`src/rtl/srv32_dmem_pkg.sv`:
```
// Shared types and helpers for the data-memory to SRAM bridge.
//
// Contents:
//   WORD_LSB    - lowest byte-address bit that selects a 32-bit word
//   WADDR_W     - width of a full word address (byte address minus WORD_LSB bits)
//   wb_entry_t  - one posted-store record {word addr, data, byte strobes}
//   sram_cmd_t  - the single SRAM access chosen in a cycle
//   word_addr() - byte address -> word address, keeping only the low
//                 'awidth' word bits so higher bits alias onto the SRAM
package srv32_dmem_pkg;

  localparam int WORD_LSB = 2;
  localparam int WADDR_W  = 32 - WORD_LSB;

  typedef struct packed {
    logic [WADDR_W-1:0] addr;
    logic [31:0]        data;
    logic [3:0]         strb;
  } wb_entry_t;

  typedef enum logic [1:0] {
    SRAM_IDLE  = 2'd0,
    SRAM_READ  = 2'd1,
    SRAM_WRITE = 2'd2
  } sram_cmd_t;

  // Upper word-address bits are zeroed here so that every address compare
  // downstream already sees the aliased SRAM address.
  function automatic logic [WADDR_W-1:0] word_addr(input logic [31:0] byte_addr,
                                                   input int          awidth);
    logic [WADDR_W-1:0] mask;
    mask = (WADDR_W'(1) << awidth) - WADDR_W'(1);
    return WADDR_W'(byte_addr >> WORD_LSB) & mask;
  endfunction

endpackage

```
`src/rtl/srv32_wbuf.sv`:
```
// Posted write buffer: a circular FIFO of store records plus an address
// compare against every occupied slot (used for read-after-write blocking).
//
// Ports:
//   clk, resetb  - clock, asynchronous active-low reset (empties the buffer)
//   push         - enqueue push_entry (ignored when full)
//   push_entry   - store record to enqueue
//   pop          - retire the head entry (ignored when empty)
//   cmp_addr     - word address checked against the buffered entries
//   full, empty  - occupancy flags, derived from registered count
//   head         - oldest buffered entry
//   addr_hit     - cmp_addr matches some occupied slot
module srv32_wbuf
  import srv32_dmem_pkg::*;
#(
  parameter int DEPTH = 4
) (
  input  logic               clk,
  input  logic               resetb,
  input  logic               push,
  input  wb_entry_t          push_entry,
  input  logic               pop,
  input  logic [WADDR_W-1:0] cmp_addr,
  output logic               full,
  output logic               empty,
  output wb_entry_t          head,
  output logic               addr_hit
);

  localparam int PTR_W = $clog2(DEPTH);
  localparam int CNT_W = $clog2(DEPTH + 1);

  wb_entry_t        entries [DEPTH];
  logic [PTR_W-1:0] wr_ptr;
  logic [PTR_W-1:0] rd_ptr;
  logic [CNT_W-1:0] count;
  logic             do_push;
  logic             do_pop;

  assign full    = (count == CNT_W'(DEPTH));
  assign empty   = (count == '0);
  assign do_push = push && !full;
  assign do_pop  = pop && !empty;
  assign head    = entries[rd_ptr];

  // Pointers wrap naturally because DEPTH is a power of two.
  always_ff @(posedge clk or negedge resetb) begin
    if (!resetb) begin
      wr_ptr <= '0;
      rd_ptr <= '0;
      count  <= '0;
    end else begin
      if (do_push) wr_ptr <= wr_ptr + PTR_W'(1);
      if (do_pop)  rd_ptr <= rd_ptr + PTR_W'(1);
      case ({do_push, do_pop})
        2'b10:   count <= count + CNT_W'(1);
        2'b01:   count <= count - CNT_W'(1);
        default: count <= count;
      endcase
    end
  end

  // Entry storage carries no reset; occupancy is tracked by count alone.
  always_ff @(posedge clk) begin
    if (do_push) entries[wr_ptr] <= push_entry;
  end

  // A slot is occupied when its distance from the head is below count;
  // only occupied slots may raise a hit.
  always_comb begin
    logic [PTR_W-1:0] offset;
    addr_hit = 1'b0;
    offset   = '0;
    for (int i = 0; i < DEPTH; i++) begin
      offset = PTR_W'(i) - rd_ptr;
      if ((CNT_W'(offset) < count) && (entries[i].addr == cmp_addr)) addr_hit = 1'b1;
    end
  end

endmodule

```
`src/rtl/dmem_sram_bridge.sv`:
```
// Bridge from the core's data-memory channels to one single-port
// synchronous SRAM. Stores are posted into a small write buffer; loads
// take the SRAM port first unless the buffer is full, and a load whose
// word is still buffered (or being buffered this cycle) is held off.
// Load data comes back exactly one cycle after acceptance.
//
// Ports:
//   clk, resetb                  - clock, asynchronous active-low reset
//   dmem_wready/waddr/wdata/wstrb - store request from the core
//   dmem_wvalid                  - store accepted (buffer not full)
//   dmem_rready/raddr            - load request from the core
//   dmem_rvalid                  - load accepted this cycle
//   dmem_rresp/rdata             - load response, one cycle after acceptance
//   sram_ce/we/addr/wdata/wstrb  - SRAM access for this cycle
//   sram_rdata                   - SRAM read data, valid the cycle after a read
//   wb_empty                     - no posted stores outstanding
module dmem_sram_bridge
  import srv32_dmem_pkg::*;
#(
  parameter int WB_DEPTH = 4,
  parameter int AWIDTH   = 14
) (
  input  logic              clk,
  input  logic              resetb,
  input  logic              dmem_wready,
  output logic              dmem_wvalid,
  input  logic [31:0]       dmem_waddr,
  input  logic [31:0]       dmem_wdata,
  input  logic [3:0]        dmem_wstrb,
  input  logic              dmem_rready,
  output logic              dmem_rvalid,
  input  logic [31:0]       dmem_raddr,
  output logic              dmem_rresp,
  output logic [31:0]       dmem_rdata,
  output logic              sram_ce,
  output logic              sram_we,
  output logic [AWIDTH-1:0] sram_addr,
  output logic [31:0]       sram_wdata,
  output logic [3:0]        sram_wstrb,
  input  logic [31:0]       sram_rdata,
  output logic              wb_empty
);

  logic [WADDR_W-1:0] load_addr;
  logic [WADDR_W-1:0] store_addr;
  wb_entry_t          store_entry;
  wb_entry_t          head;
  logic               full;
  logic               empty;
  logic               buf_hit;
  logic               store_push;
  logic               hazard;
  logic               load_accept;
  logic               drain;
  logic               rd_pend;
  sram_cmd_t          sram_cmd;

  assign load_addr   = word_addr(dmem_raddr, AWIDTH);
  assign store_addr  = word_addr(dmem_waddr, AWIDTH);
  assign store_entry = '{addr: store_addr, data: dmem_wdata, strb: dmem_wstrb};

  // Acceptance never looks at a same-cycle drain: a full buffer always
  // refuses the store, even while it is emptying a slot.
  assign dmem_wvalid = !full;
  assign store_push  = dmem_wready && dmem_wvalid;

  // The store being enqueued right now counts as buffered for the load.
  assign hazard      = buf_hit || (store_push && (store_addr == load_addr));

  // A full buffer blocks loads so the drain is guaranteed the port.
  assign load_accept = dmem_rready && !hazard && !full;
  assign dmem_rvalid = load_accept;

  srv32_wbuf #(
    .DEPTH (WB_DEPTH)
  ) u_wbuf (
    .clk        (clk),
    .resetb     (resetb),
    .push       (store_push),
    .push_entry (store_entry),
    .pop        (drain),
    .cmp_addr   (load_addr),
    .full       (full),
    .empty      (empty),
    .head       (head),
    .addr_hit   (buf_hit)
  );

  // One SRAM access per cycle: accepted load first, then the buffer head.
  always_comb begin
    sram_cmd = SRAM_IDLE;
    if (load_accept) sram_cmd = SRAM_READ;
    else if (!empty) sram_cmd = SRAM_WRITE;
  end

  assign drain = (sram_cmd == SRAM_WRITE);

  // Strobes stay zero on reads so a stray write enable can never land.
  always_comb begin
    sram_ce    = 1'b0;
    sram_we    = 1'b0;
    sram_addr  = '0;
    sram_wdata = '0;
    sram_wstrb = '0;
    case (sram_cmd)
      SRAM_READ: begin
        sram_ce   = 1'b1;
        sram_addr = AWIDTH'(load_addr);
      end
      SRAM_WRITE: begin
        sram_ce    = 1'b1;
        sram_we    = 1'b1;
        sram_addr  = AWIDTH'(head.addr);
        sram_wdata = head.data;
        sram_wstrb = head.strb;
      end
      default: ;
    endcase
  end

  // The SRAM presents read data the cycle after the access, so the
  // response only needs a one-cycle flag alongside it.
  always_ff @(posedge clk or negedge resetb) begin
    if (!resetb) rd_pend <= 1'b0;
    else         rd_pend <= load_accept;
  end

  assign dmem_rresp = rd_pend;
  assign dmem_rdata = sram_rdata;
  assign wb_empty   = empty;

endmodule

```
`config.mk`:
```
export PLATFORM = sky130hd
export DESIGN_NAME = dmem_sram_bridge
export DESIGN_NICKNAME = d
export VERILOG_FILES = /design/src/rtl/srv32_dmem_pkg.sv /design/src/rtl/srv32_wbuf.sv /design/src/rtl/dmem_sram_bridge.sv
export SDC_FILE = /design/constraint.sdc
export NUM_CORES = 1
export LEC_CHECK = 0
export CAP_MARGIN = 20
export CORE_ASPECT_RATIO = 1.25
export CORE_UTILIZATION = 40
export DETAILED_ROUTE_END_ITERATION = 6
export HOLD_SLACK_MARGIN = 0.1
export PLACE_DENSITY = 0.7
export SLEW_MARGIN = 0
export SYNTH_ARGS = -nofsm -noshare
export SYNTH_HDL_FRONTEND = slang
export SYNTH_SLANG_ARGS = --single-unit
export TNS_END_PERCENT = 10
```
`constraint.sdc`:
```
create_clock -name clk -period 4.1 [get_ports clk]
set_input_delay 0.82 -clock clk [delete_from_list [all_inputs] [get_ports clk]]
set_output_delay 0.82 -clock clk [all_outputs]
set_load 0.005 [all_outputs]
```
# == Word level (Yosys, flattened, before mapping) ==
# Memories as Yosys holds them, arrays and structs flattened.
# Index checks and enable logic that the tools add are counted.
# totals
ff_bits,8
mem_bits_rw,200
inputBits,136
output_inout_bits,88
word_cells,58
memories,1
# classes
addsub,8
n_lt_le_gt_ge,4
eq_ne,10
mux,14
reduce_logical,17
# memory_table
memory,words,word_bits,rd,rd_clocked_by_memory_dff,write_ports,line,source
u_wbuf.entries,4,50,5,0,1,srv32_wbuf.sv:33,wb_entry_t entries [DEPTH];
# op_table
op,n
$eq 30x14->1,4
$mux 32,1
$pmux 14 s2,1
$eq 14x14->1,1
$lt 2x3->1,4
$logic_and 1x1->1,10
$mux 1,8
$pmux 3 s2,1
$add 2x1->2 const B,2
$eq 2x1->1 const B,2
$eq 2x2->1 const B,2
$mux 2,2
$mux 4,1
$sub 1x2->2 const A,2
$sub 2x2->2 const A,2
$add 3x1->3 const B,1
$eq 3x3->1 const B,1
$logic_not 1->1,3
$logic_not 3->1,1
$sub 3x1->3 const B,1
$reduce_bool 2->1,1
$reduce_or 2->1,1
$logic_or 1x1->1,1

# == Logic depth before layout (Yosys ltp) ==
# Gate-level depths: netlist of the first run.
# logic_depth
depth_word,16
ltp_mapped,18
ltp_nobuf,15

# == By module ==
# From an unflattened synthesis of the first run, not the netlist that was laid out.
# hier_totals
hier_cells,705
hier_area_um2,12433.2
# modules_own_cells
mod,instances,cells_each,area_each_um2,seq_area_each_um2
srv32_wbuf,1,576,11409.7,8102.8
dmem_sram_bridge,1,129,1023.5,25.0

# == Worst setup path before layout of the first run ==
# Ideal clock, no wire load.
# synth_timing
path_kind,register to register
start,register u_wbuf.rd_ptr[1]
end,register u_wbuf.count[2]
arrival_ps,3487
required_time_ps,4020
slack_ps,533
path_stages_with_launch,19
path_buffers,3
synth_period_minus_slack_ps,3567
path_cell_list,dfrtp_1 > clkbuf_1 > clkbuf_1 > xnor2_1 > inv_1 > ha_1 > a2111o_1 > nor4_2 > a22oi_1 > nand4_4 > o21ai_4 > buf_6 > inv_1 > ha_1 > inv_1 > fa_1 > xor2_1 > nor2_1 > xnor2_1
# synth_via
elab_chain_len,16
elab_cells_between_ends,27
# synth_lines
item,line,source
start: declaration,srv32_wbuf.sv:35,logic [PTR_W-1:0] rd_ptr;
start signal: assignment,srv32_wbuf.sv:54,if (do_pop) rd_ptr <= rd_ptr + PTR_W'(1);
$sub 1x2->2,srv32_wbuf.sv:75,offset = PTR_W'(i) - rd_ptr;
$lt 2x3->1,srv32_wbuf.sv:76,if ((CNT_W'(offset) < count) && (entries[i].addr == cmp_addr)) addr_hit = 1'b1;
$logic_and 1x1->1,srv32_wbuf.sv:76,
$mux 1 (3 in a row),srv32_wbuf.sv:76,
$mux 1 (*),srv32_wbuf.sv:76,
$logic_or 1x1->1 (*),dmem_sram_bridge.sv:68,assign hazard = buf_hit || (store_push && (store_addr == load_addr));
$logic_not 1->1 (*),dmem_sram_bridge.sv:71,assign load_accept = dmem_rready && !hazard && !full;
$logic_and 1x1->1 (*) (2 in a row),dmem_sram_bridge.sv:71,
$mux 2 (*),dmem_sram_bridge.sv:92,if (load_accept) sram_cmd = SRAM_READ;
$eq 2x2->1 (*),dmem_sram_bridge.sv:96,assign drain = (sram_cmd == SRAM_WRITE);
$logic_and 1x1->1 (*),srv32_wbuf.sv:43,assign do_pop = pop && !empty;
$eq 2x1->1 or $eq 2x2->1 (tied branches),srv32_wbuf.sv:55,"case ({do_push, do_pop})"
$pmux 3 s2 or $reduce_bool 2->1 (tied branches),n/a,
end signal: assignment,srv32_wbuf.sv:56,2'b10: count <= count + CNT_W'(1);
end signal: assignment,srv32_wbuf.sv:57,2'b01: count <= count - CNT_W'(1);
end signal: assignment,srv32_wbuf.sv:58,default: count <= count;
end: declaration,srv32_wbuf.sv:36,logic [CNT_W-1:0] count;
# Mark *: on every way between the ends. The rest lies on a longest branch, timed or not.
# A chain may end at the register's enable or synchronous reset.

# == Worst setup path after layout of the first run ==
# layout_timing
start,input port dmem_raddr[8]
end,output port sram_wstrb[1]
# layout_via
elab_chain_len,13
elab_cells_between_ends,21
# layout_lines
item,line,source
start: declaration,dmem_sram_bridge.sv:32,"input logic [31:0] dmem_raddr,"
$eq 30x14->1,srv32_wbuf.sv:76,
$logic_and 1x1->1,srv32_wbuf.sv:76,
$mux 1 (4 in a row),srv32_wbuf.sv:76,
$logic_or 1x1->1 (*),dmem_sram_bridge.sv:68,
$logic_not 1->1 (*),dmem_sram_bridge.sv:71,
$logic_and 1x1->1 (*) (2 in a row),dmem_sram_bridge.sv:71,
$mux 2 (*),dmem_sram_bridge.sv:92,
$eq 2x2->1 (*),dmem_sram_bridge.sv:105,case (sram_cmd)
$mux 4 (*),dmem_sram_bridge.sv:105,
end: declaration,dmem_sram_bridge.sv:39,"output logic [3:0] sram_wstrb,"
# Marked as above.

==> results.py, run 1 <==
metrics = {
    "run_status": {
        "outcome": "complete, but fails checks",
        "violations": "DRC, setup timing",
    },
    "final_layout": {
        "fin_nets": 816,
        "drive_gt1_share_pct": 25.8,
        "stdcell_count": 974,
        "multi_input_area_um2": 2820,
        "areaGrowthSynthToFinish_pct": 27.2,
        "seq_area_um2": 6210,
        "nFillCells": 1850,
    },
    "logic_synthesis": {
        "synth_nets": 682,
        "synth-async-reset-ratio_pct": 3.85,
        "synth_edf_count": 200,
        "synth-seq-cells": 208,
        "syn_area_um2": 9390,
        "ys_types": 38,
        "yosysWarningCount": 0,
        "synthFlopType": "edfxtp_1",
        "yosysSeqAreaShare_pct": 66.1,
        "synth_cells": 536,
        "synth.avg_cell_area_um2": 17.5,
    },
    "critical_path": {
        "r2r-start": "u_wbuf.rd_ptr[0]$_DFFE_PN0N_",
        "critPathLaunchType": "input port",
        "end_kind": "output pin",
        "cp.required_ps": 3280,
        "crit_start": "dmem_raddr[8]",
        "crit_type": "input port to output pin",
        "cp.arrival_ps": 3370,
        "critPathMaxFanout": 15,
    },
    "pwr": {
        "power_frac_seq_pct": 37.6,
        "pwr-share-comb_pct": 39.0,
        "power_switching_w": 0.00240,
        "p_per_area_nw_per_um2": 665,
        "p_int_w": 0.00555,
        "netSwitchingFraction_pct": 30.1,
        "vdd_ir_drop_max_v": 0.000403,
        "power_frac_clock_pct": 23.3,
        "leakagePower_nw": 4.34,
    },
    "sta": {
        "max-slew-margin-rel_pct": 45.5,
        "finalWorstSetupSlack_ps": -89.0,
        "tightest_slew_ps": 818,
        "fmax_mhz": 239,
        "period_needed_ps": 4190,
        "period_share_pct": 102,
        "setup_viol": 13,
        "hold_violations": 0,
        "slew_viol_final": 0,
        "finalClockSkew_ps": 10.2,
        "rsz0062_at_grt": "true",
        "fin_tns_setup_ps": -818,
    },
    "clock_tree": {
        "clockBufferDepth": 3,
        "clk_pin_slew_ps": 60,
        "htree_levels": 1,
        "cts.sinks": 208,
        "clk_latency_ps": 500,
        "postCtsHoldBufs": 0,
        "cts_tree": "done",
        "cts_buffers": 21,
        "clockRootBuffer": "clkbuf_16",
    },
    "die": {
        "chipWidth_um": 139,
        "num_rows": 62,
        "dieArea_um2": 24100,
        "num_io_pins": 224,
        "start_util_pct": 40.8,
        "core_area_um2": 23000,
        "die_y_um": 173,
    },
    "routing": {
        "first_iter_violations": 226,
        "viasPerCell": 5.19,
        "routedWlPerCell_um": 21.8,
        "first_pass_iters": 7,
        "drc": 46,
        "vias": 5051,
        "finalWirelength_um": 21200,
        "antenna_left": 0,
    },
    "grt": {
        "overflow": 0,
        "track_usage_pct": 18.1,
        "antenna_found_initial": 1,
        "grt_pass1_vias": 5612,
        "grt_max_degree": 51,
        "grt_pass1_wl_um": 32800,
    },
    "placed_design": {
        "dp_hpwl_um": 13700,
        "dp.cells": 928,
        "port_buffers": 123,
        "place.gp.congestion": 0.791,
    },
    "flow_run": {
        "maxCapViolCount": 0,
    },
    "min_path": {
        "worstHoldStart": "u_wbuf.count[0]$_DFFE_PN0P_",
        "hp-class": "register to register",
    },
}
synth_stat cells, types with 2 or more instances:
cell type / number / area [µm²]
nor3_1: 2 / 10.0
a21oi_1: 2 / 10.0
buf_6: 6 / 67.6
nor2b_1: 36 / 225
buf_2: 16 / 80.1
mux4_2: 50 / 1130
dfrtp_1: 8 / 200
inv_1: 25 / 93.8
xor2_1: 13 / 114
and3_1: 4 / 25.0
clkbuf_1: 9 / 33.8
nor4_1: 2 / 12.5
nand3_1: 5 / 25.0
a21oi_2: 2 / 17.5
nand2_1: 6 / 22.5
o2bb2ai_1: 13 / 114
buf_4: 33 / 248
nor2_1: 2 / 7.51
xnor2_1: 63 / 552
ha_1: 9 / 113
nand4_1: 12 / 75.1
edfxtp_1: 200 / 6010
a2111o_1: 3 / 33.8
flip-flops by register name (all words and copies together), names as in the netlist:
name / count
u_wbuf.entries: 200
u_wbuf.count: 3
u_wbuf.rd_ptr: 2
u_wbuf.wr_ptr: 2
dmem_rresp: 1
power by group through the flow:
stage	combinational (W)	clock, W	sequential (W)
finish	0.00310	0.00185	0.00299
global route	0.00337	0.00197	0.00303
CTS	0.00321	0.00189	0.00299
detailed placement	0.00303	0	0.00303
global placement	0.00301	0	0.00299
floorplan	0.00177	0	0.00298
cell usage in the layout, fill, tap and decap left out, types with 5 or more instances in the layout:
cell type / instances
buf_12: 8
buf_4: 40
clkbuf_1: 5
clkbuf_16: 21
clkdlybuf4s50_1: 74
clkinv_2: 5
dfrtp_1: 6
dlygate4sd2_1: 28
dlymetal6s2s_1: 21
edfxtp_1: 200
ha_1: 9
inv_1: 25
mux4_2: 50
nand2_1: 6
nand3_1: 5
nand4_1: 12
nor2b_1: 23
nor2b_2: 13
o2bb2ai_1: 9
o2bb2ai_2: 5
xnor2_1: 55
xnor2_2: 8
xor2_1: 13
layer usage:
metal  vias up  wire [µm]  GRT usage (%)
met2       173      11500           33.7
met5         -          0              0
met4         0        509           5.93
li1       2275          -              -
met1      2546       7920           20.6
met3        57       1360           3.76
worst paths after layout:
path,endpoint,slack (ps),cells after the start
max in group asynchronous,u_wbuf.rd_ptr[0]$_DFFE_PN0N_,3200,1
setup / recovery,sram_wstrb[1],-90,12
setup reg to reg,u_wbuf.count[2]$_DFFE_PN0P_,730,17
hold reg to reg,u_wbuf.count[0]$_DFFE_PN0P_,560,1
hold / removal,u_wbuf.count[0]$_DFFE_PN0P_,560,1
min in group asynchronous,dmem_rresp$_DFF_PN0_,600,1
metrics by stage:
stage	util (%)	area [µm²]	setup WS (ps)	hold WS, ps	power (W)
3_5_place_dp	47.6	11000	-488	545	0.00606
6_report	51.9	11900	-89.0	556	0.00795
2_1_floorplan	-	9390	533	488	0.00475
3_3_place_gp	47.6	11000	-452	513	0.00600
4_1_cts	51.5	11900	-155	552	0.00809
5_1_grt	51.8	11900	-173	581	0.00838
kinds of logic after synthesis:
| kind of cell | count (synthesis) | synth area share (%) |
|---|---|---|
| DFF | 208 | 66.1 |
| AOI/OAI and AO/OA | 27 | 2.59 |
| muxes | 51 | 12.1 |
| xor gates and xnor gates | 77 | 7.26 |
| adders and majority gates | 10 | 1.41 |
| and+or+nand+nor | 73 | 4.81 |
| buffers and inverters | 90 | 5.73 |
timing repair:
item,in CTS,in global routing
pin swaps,11,4
setup buffers,5,0
endpoints found under the setup margin,52,48
gates resized for setup,60,29
gates cloned,2,0
area by class of cell:
class	instances	area share, %
sequential	208	52.0
multi-input combinational	238	23.6
timing repair buffer	176	15.1
clock buffer	26	4.56
tap	288	3.02
clock inverter	12	0.974
inverter	25	0.785
antenna	1	0.0209
worst max-delay path, cell delays in order:
cell	delay (ps)
clkdlybuf4s50_1	450
buf_12	160
xnor2_2	170
nand4_1	140
nor4_2	320
a22oi_2	140
nand4_4	100
o21ai_4	100
buf_4	180
buf_16	160
nor2b_2	120
clkdlybuf4s50_1	500
(Power assumes the default switching activity.)
==> inputs of run 2 (changes only) <==
HOLD_SLACK_MARGIN = 0.15   (was 0.1)
==> results of run 2 <==
The final DEF is identical to that of run 1; final timing and power are the same.
